`config.mk`:
```
export PLATFORM = sky130hd
export DESIGN_NAME = pcpi_div_arbiter
export DESIGN_NICKNAME = d
export VERILOG_FILES = /design/src/rtl/pcpi_div_pkg.sv /design/src/rtl/pcpi_rr_arbiter.sv /design/src/rtl/pcpi_div_arbiter.sv
export SDC_FILE = /design/constraint.sdc
export NUM_CORES = 1
export LEC_CHECK = 0
export CAP_MARGIN = 20
export CORE_AREA = 2 2 141 143
export CTS_CLUSTER_DIAMETER = 30
export CTS_CLUSTER_SIZE = 8
export DETAILED_ROUTE_END_ITERATION = 10
export DIE_AREA = 0 0 143 145
export GPL_ROUTABILITY_DRIVEN = 0
export PLACE_DENSITY = 0.72
export RECOVER_POWER = 50
export SLEW_MARGIN = 20
export SYNTH_ARGS = -nofsm -noshare
export SYNTH_HDL_FRONTEND = slang
export SYNTH_SLANG_ARGS = --single-unit
```
`constraint.sdc`:
```
create_clock -name clk -period 3.6 [get_ports clk]
set_input_delay 0.36 -clock clk [delete_from_list [all_inputs] [get_ports clk]]
set_output_delay 0.36 -clock clk [all_outputs]
set_load 0.02 [all_outputs]
```
`src/rtl/pcpi_div_pkg.sv`:
```
// Shared definitions for the PCPI divider arbiter: opcode constants, the
// arbiter FSM state type and the DIV/DIVU/REM/REMU pre-decode.
package pcpi_div_pkg;

  localparam logic [6:0] OPC_OP     = 7'b0110011;
  localparam logic [6:0] F7_MULDIV  = 7'b0000001;

  typedef enum logic [1:0] {
    IDLE  = 2'd0,
    ISSUE = 2'd1,
    BUSY  = 2'd2,
    DONE  = 2'd3
  } arb_state_t;

  // M-extension ops with funct3[2] set are the four divide/remainder variants
  function automatic logic is_divrem(input logic [31:0] insn);
    return (insn[6:0] == OPC_OP) && (insn[31:25] == F7_MULDIV) && insn[14];
  endfunction

endpackage

```
`src/rtl/pcpi_rr_arbiter.sv`:
```
// NREQ-way round-robin picker: the lowest requesting index at or after ptr
// (wrapping) wins. Purely combinational; the caller owns the pointer.
module pcpi_rr_arbiter #(
  parameter int NREQ = 2,
  parameter int IW   = (NREQ > 1) ? $clog2(NREQ) : 1
) (
  input  logic [NREQ-1:0] req,
  input  logic [IW-1:0]   ptr,
  output logic [NREQ-1:0] gnt,
  output logic [IW-1:0]   gnt_idx,
  output logic            any
);

  // scan NREQ positions starting at ptr, first hit wins
  always_comb begin
    int pos;
    gnt     = '0;
    gnt_idx = '0;
    any     = 1'b0;
    pos     = 0;
    for (int k = 0; k < NREQ; k++) begin
      pos = int'(ptr) + k;
      if (pos >= NREQ) pos = pos - NREQ;
      for (int j = 0; j < NREQ; j++) begin
        if (!any && req[j] && (j == pos)) begin
          any     = 1'b1;
          gnt[j]  = 1'b1;
          gnt_idx = IW'(j);
        end
      end
    end
  end

endmodule

```
`src/rtl/pcpi_div_arbiter.sv`:
```
// Shares one PCPI divider between NREQ PCPI requesters. Each requester's
// instruction is pre-decoded; divide/remainder ops are granted round-robin,
// operands are frozen on the divider port for the whole divide and the result
// is returned to the owner as a one-cycle ready/wr pulse.
//
// Optional build macro: PCPI_DIV_ARB_STATS_EN adds saturating statistics
// outputs stat_grants (16 bits per requester, completed grants) and
// stat_busy (cycles spent outside IDLE).
//
// state | meaning
// IDLE  | divider free; grant the round-robin winner and launch div_valid
// ISSUE | div_valid high, waiting for the divider to raise div_wait
// BUSY  | divide in progress, waiting for div_ready
// DONE  | result pulse to the owner (unless aborted), pointer advances
module pcpi_div_arbiter
  import pcpi_div_pkg::*;
#(
  parameter int NREQ    = 2,
  parameter int RR_INIT = 0
) (
  input  logic                 clk,
  input  logic                 resetn,
  input  logic [NREQ-1:0]      req_valid,
  input  logic [32*NREQ-1:0]   req_insn,
  input  logic [32*NREQ-1:0]   req_rs1,
  input  logic [32*NREQ-1:0]   req_rs2,
  output logic [NREQ-1:0]      req_wait,
  output logic [NREQ-1:0]      req_ready,
  output logic [NREQ-1:0]      req_wr,
  output logic [31:0]          req_rd,
  output logic                 div_valid,
  output logic [31:0]          div_insn,
  output logic [31:0]          div_rs1,
  output logic [31:0]          div_rs2,
  input  logic                 div_wait,
  input  logic                 div_ready,
  input  logic                 div_wr,
  input  logic [31:0]          div_rd
`ifdef PCPI_DIV_ARB_STATS_EN
  ,
  output logic [16*NREQ-1:0]   stat_grants,
  output logic [31:0]          stat_busy
`endif
);

  localparam int IW = (NREQ > 1) ? $clog2(NREQ) : 1;

  arb_state_t       state;
  logic [IW-1:0]    owner;
  logic [IW-1:0]    ptr;
  logic [IW-1:0]    ptr_next;
  logic             aborted;
  logic             abort_now;
  logic             owner_valid;
  logic [NREQ-1:0]  is_div;
  logic [NREQ-1:0]  owner_oh;
  logic [NREQ-1:0]  gnt;
  logic [IW-1:0]    gnt_idx;
  logic             gnt_any;
  logic [31:0]      sel_insn;
  logic [31:0]      sel_rs1;
  logic [31:0]      sel_rs2;

  // pre-decode every requester
  always_comb begin
    is_div = '0;
    for (int i = 0; i < NREQ; i++) begin
      is_div[i] = req_valid[i] & is_divrem(req_insn[32*i +: 32]);
    end
  end

  pcpi_rr_arbiter #(
    .NREQ (NREQ),
    .IW   (IW)
  ) u_rr (
    .req     (is_div),
    .ptr     (ptr),
    .gnt     (gnt),
    .gnt_idx (gnt_idx),
    .any     (gnt_any)
  );

  // operand mux for the winner, only sampled in IDLE
  always_comb begin
    sel_insn = '0;
    sel_rs1  = '0;
    sel_rs2  = '0;
    for (int i = 0; i < NREQ; i++) begin
      if (gnt[i]) begin
        sel_insn = req_insn[32*i +: 32];
        sel_rs1  = req_rs1[32*i +: 32];
        sel_rs2  = req_rs2[32*i +: 32];
      end
    end
  end

  // owner decode and abort detection (owner dropping pcpi_valid mid-divide)
  always_comb begin
    owner_oh = '0;
    for (int i = 0; i < NREQ; i++) begin
      owner_oh[i] = (owner == IW'(i));
    end
    owner_valid = |(owner_oh & req_valid);
    abort_now   = aborted | ~owner_valid;
  end

  // pointer moves one past the owner, wrapping at NREQ
  always_comb begin
    if (owner == IW'(NREQ - 1)) ptr_next = '0;
    else                        ptr_next = owner + IW'(1);
  end

  // queued and granted requesters keep waiting until their DONE cycle
  always_comb begin
    for (int i = 0; i < NREQ; i++) begin
      req_wait[i] = resetn & is_div[i] & ~((state == DONE) & owner_oh[i]);
    end
  end

  // arbiter FSM with registered divider-side and result outputs
  always_ff @(posedge clk) begin
    if (!resetn) begin
      state     <= IDLE;
      owner     <= '0;
      ptr       <= IW'(RR_INIT);
      aborted   <= 1'b0;
      div_valid <= 1'b0;
      div_insn  <= '0;
      div_rs1   <= '0;
      div_rs2   <= '0;
      req_ready <= '0;
      req_wr    <= '0;
      req_rd    <= '0;
    end else begin
      req_ready <= '0;
      req_wr    <= '0;
      case (state)
        IDLE: begin
          if (gnt_any) begin
            owner     <= gnt_idx;
            div_insn  <= sel_insn;
            div_rs1   <= sel_rs1;
            div_rs2   <= sel_rs2;
            div_valid <= 1'b1;
            aborted   <= 1'b0;
            state     <= ISSUE;
          end
        end
        ISSUE: begin
          aborted <= abort_now;
          if (div_wait) state <= BUSY;
        end
        BUSY: begin
          aborted <= abort_now;
          if (div_ready) begin
            div_valid <= 1'b0;
            if (!abort_now) begin
              req_rd    <= div_rd;
              req_ready <= owner_oh;
              req_wr    <= div_wr ? owner_oh : '0;
            end
            state <= DONE;
          end
        end
        DONE: begin
          ptr   <= ptr_next;
          state <= IDLE;
        end
        default: state <= IDLE;
      endcase
    end
  end

`ifdef PCPI_DIV_ARB_STATS_EN
  // saturating per-requester completion counters and busy-cycle counter
  always_ff @(posedge clk) begin
    if (!resetn) begin
      stat_grants <= '0;
      stat_busy   <= '0;
    end else begin
      if ((state != IDLE) && (stat_busy != 32'hFFFF_FFFF)) stat_busy <= stat_busy + 32'd1;
      for (int i = 0; i < NREQ; i++) begin
        if (req_ready[i] && (stat_grants[16*i +: 16] != 16'hFFFF)) begin
          stat_grants[16*i +: 16] <= stat_grants[16*i +: 16] + 16'd1;
        end
      end
    end
  end
`else
  // statistics counters are not built in this configuration
`endif

  // a result from the divider is only legal while a divide is outstanding
  always_ff @(posedge clk) begin
    if (resetn && div_ready) begin
      assert (state == BUSY) else $error("pcpi_div_arbiter: div_ready outside BUSY");
    end
  end

endmodule

```
==> tab_implementation.tex <==
\begin{tabular}{lr}
\hline
Metric & Value \\
\hline
\multicolumn{2}{l}{\textbf{GRT}} \\
Number of antenna violations at the first check in global routing & 2 \\
Total global-route track usage & 18.6\% \\
Vias in the first global route & 5412 \\
Maximum number of pins on one net before global-route repair & 82 \\
Total gr overflow & 0 \\
Global-route wire length before repair & 29.9 mm \\
\multicolumn{2}{l}{\textbf{Yosys}} \\
Biggest area consumer among synthesized cells & sky130\_fd\_sc\_hd\_\_dfxtp\_1 \\
Total nets after synthesis & 755 \\
Number of instances in the synthesized netlist & 520 \\
Leading cell type by number of instances after synthesis & sky130\_fd\_sc\_hd\_\_dfxtp\_1 \\
Top cell types by occurrence after synthesis & sky130\_fd\_sc\_hd\_\_dfxtp\_1, sky130\_fd\_sc\_hd\_\_and3\_1, sky130\_fd\_sc\_hd\_\_a221o\_1, sky130\_fd\_sc\_hd\_\_nand2\_1, sky130\_fd\_sc\_hd\_\_a21boi\_0 \\
Part of the Yosys area used for sequential elements & 51.3\% \\
Flop and latch count out of synthesis & 138 \\
Yosys Warn Count & 0 \\
Top FF cell, synth & sky130\_fd\_sc\_hd\_\_dfxtp\_1 \\
Post-synthesis instance area & 5380 sq um \\
Share of synthesized registers carrying an async set or reset & 0\% \\
Number of library cell types mapped by synthesis & 29 \\
Area share of the largest cell type after synthesis & 51.3\% \\
Synthesized area divided by synthesized cell count & 10.3 sq um \\
Count of flip-flops with a built-in enable after synthesis & 0 \\
Biggest area contributors in the synthesized netlist & sky130\_fd\_sc\_hd\_\_dfxtp\_1, sky130\_fd\_sc\_hd\_\_a221o\_1, sky130\_fd\_sc\_hd\_\_and3\_1 \\
\multicolumn{2}{l}{\textbf{Critical path}} \\
Type of element capturing the critical path & output port \\
WP data arrival & 2.35 ns \\
Data required time at the worst endpoint & 3.24 ns \\
Category of the worst setup path launch point & input pin \\
Classification of the worst setup path & in -> out \\
Maximum fanout along the worst path & 8 \\
\multicolumn{2}{l}{\textbf{Route}} \\
Top sig layer & met4 \\
Met2 WL & 9.47 mm \\
Wirelength per Cell & 17.5 um \\
Detailed-route wire length & 20.0 mm \\
Detailed Route Iter0 Violations & 222 \\
Remaining routing DRC violations & 0 \\
Detailed-routing wirelength on met1 & 7.75 mm \\
Routed length on met3 & 2.28 mm \\
Via/cell ratio & 4.76 \\
Vias & 5441 \\
Number of iterations in the first detailed-routing pass & 4 \\
Count of antenna-violating nets left after detailed routing & 0 \\
\multicolumn{2}{l}{\textbf{Power and ir drop}} \\
Cell area power density & 376 nW/um\^{}2 \\
Static Leak & 4.35 nW \\
Highest ir drop seen on vdd & 0.000277 V \\
\multicolumn{2}{l}{\textbf{Timing}} \\
Tightest Pin Transition & 1.46 ns \\
Final setup violation count & 0 \\
RSZ-0062 raised after global routing & no \\
Max frequency & 369 MHz \\
Final-layout setup total negative slack & 0 ns \\
Slew Limit Headroom & 2.52\% \\
Final worst clock skew & 0.0128 ns \\
Min cycle time layout & 2.71 ns \\
Number of max-slew violations in the final report & 0 \\
Hold Violations, Final & 0 \\
Period Utilization, post-route & 75.2\% \\
\multicolumn{2}{l}{\textbf{Clock network}} \\
Clock edge transition at the registers on the reported setup and hold paths & 0.06 ns \\
Post-CTS Repair Setup Buffers & 0 \\
Number of H-tree branching levels & 4 \\
Post-CTS sizing & 0 \\
CTS Root Buffer Type & sky130\_fd\_sc\_hd\_\_clkbuf\_16 \\
Clock buffers created by TritonCTS & 17 \\
Number of hold buffers added after CTS & 0 \\
Deepest clock path buffer count & 2 \\
Clock latency reported for the late side of the worst-skew pair & 0.43 ns \\
Clk sinks & 138 \\
CTS tree & built \\
\multicolumn{2}{l}{\textbf{Place}} \\
Port bufs & 365 \\
Hpwl dp & 14.1 mm \\
\multicolumn{2}{l}{\textbf{Floorplanning}} \\
Core Footprint & 19200 sq um \\
Die Y-Extent & 145 um \\
Top Ports & 366 \\
Number of standard-cell rows in the floorplan & 51 \\
Die X-Extent & 143 um \\
Die area & 20700 sq um \\
Starting utilization of the core area & 28.0\% \\
\multicolumn{2}{l}{\textbf{Finish}} \\
Layout overhead on the synthesized area & 82.1\% \\
Core utilization of the finished layout & 51.0\% \\
Fraction of final layout cells sized beyond drive strength 1 & 5.71\% \\
Final nets & 1097 \\
\multicolumn{2}{l}{\textbf{Run status}} \\
Status & finished, final reports clean \\
\multicolumn{2}{l}{\textbf{Run}} \\
Max Cap Violations & 0 \\
\multicolumn{2}{l}{\textbf{Min path}} \\
Classification of the worst-slack hold path & reg -> reg \\
\hline
\end{tabular}
final cells by class:
cell class / instances / area, sq um
tap: 265 / 332
clock inverter: 14 / 184
timing repair buffer: 371 / 3720
sequential: 138 / 2760
clock buffer: 18 / 439
fill: 1773 / 9410
inverter: 6 / 22.5
multi-input combinational: 328 / 2340
antenna: 2 / 5.00
path summary, 6_finish.rpt:
| check | startpoint | end | slack (ns) | depth (start not counted) |
|---|---|---|---|---|
| setup reg to reg | state[0] | req_rd[7] | 0.95 | 7 |
| hold reg to reg | div_insn[5] | div_insn[5] | 0.46 | 1 |
| setup / recovery | req_valid[0] | req_wait[0] | 0.89 | 5 |
| hold / removal | div_insn[5] | div_insn[5] | 0.46 | 1 |
critical path, cell delays in order:
cell and delay (ns):
sky130_fd_sc_hd__dlygate4sd3_1 0.57, sky130_fd_sc_hd__and4bb_2 0.23, sky130_fd_sc_hd__nand4_1 0.31, sky130_fd_sc_hd__nor2_1 0.23, sky130_fd_sc_hd__clkdlybuf4s50_1 0.65
cell usage in the layout, fill, tap and decap left out, types with 2 or more instances in the layout:
| cell | count |
|---|---|
| sky130_fd_sc_hd__a21boi_0 | 32 |
| sky130_fd_sc_hd__a21oi_1 | 5 |
| sky130_fd_sc_hd__a221o_1 | 81 |
| sky130_fd_sc_hd__and2_1 | 3 |
| sky130_fd_sc_hd__and3_1 | 91 |
| sky130_fd_sc_hd__and4bb_2 | 6 |
| sky130_fd_sc_hd__buf_12 | 2 |
| sky130_fd_sc_hd__buf_4 | 4 |
| sky130_fd_sc_hd__bufinv_16 | 3 |
| sky130_fd_sc_hd__clkbuf_16 | 17 |
| sky130_fd_sc_hd__clkdlybuf4s50_1 | 244 |
| sky130_fd_sc_hd__clkinv_4 | 3 |
| sky130_fd_sc_hd__clkinvlp_4 | 2 |
| sky130_fd_sc_hd__dfxtp_1 | 138 |
| sky130_fd_sc_hd__diode_2 | 2 |
| sky130_fd_sc_hd__dlygate4sd3_1 | 120 |
| sky130_fd_sc_hd__ha_1 | 4 |
| sky130_fd_sc_hd__inv_1 | 6 |
| sky130_fd_sc_hd__inv_6 | 6 |
| sky130_fd_sc_hd__mux2i_1 | 2 |
| sky130_fd_sc_hd__nand2_1 | 69 |
| sky130_fd_sc_hd__nor2_1 | 9 |
| sky130_fd_sc_hd__nor2b_1 | 3 |
| sky130_fd_sc_hd__nor3_4 | 2 |
| sky130_fd_sc_hd__o21a_1 | 7 |
| sky130_fd_sc_hd__o21ai_0 | 2 |
| sky130_fd_sc_hd__o31ai_1 | 2 |
cell families after synthesis:
group	count (synthesis)	share of synthesized area [%]
buffers and inverters	54	5.25
AND/OR/NAND/NOR	191	20.4
flip-flops	138	51.3
adder cells (fa/ha/maj)	4	0.930
multiplexers	2	0.372
AO/OA/AOI/OAI	131	21.7
state kept, by name (all words and copies together) (netlist names), 2 cells and up:
| name | flops |
|---|---|
| div_insn | 32 |
| div_rs1 | 32 |
| div_rs2 | 32 |
| req_rd | 32 |
| req_ready | 2 |
| req_wr | 2 |
| state | 2 |
stage by stage:
step	cell area [sq um]	instances	hold WS, ns	power (mW)	setup slack, ns
floorplan	5380	520	0.463	1.60	1.71
global route	9800	1141	0.476	3.81	0.586
finish	9800	1142	0.458	3.68	0.892
detailed placement	9190	1108	0.452	1.86	0.840
CTS	9820	1140	0.463	3.73	1.04
global placement	9190	1108	0.447	1.86	0.880
power breakdown:
part | leakage (nW) | total (mW) | switching [mW] | internal, mW
logic | 2.94 | 0.298 | 0.0678 | 0.230
clock network | 0.299 | 1.85 | 0.729 | 1.13
registers | 1.11 | 1.53 | 0.000420 | 1.53
per-layer routing:
layer  vias to the layer above  track usage [%]
met5                         -                0
met4                         0             7.23
met3                        30             9.04
met2                       257             30.9
met1                      2512             20.1
li1                       2642                -
(Power assumes the default switching activity.)
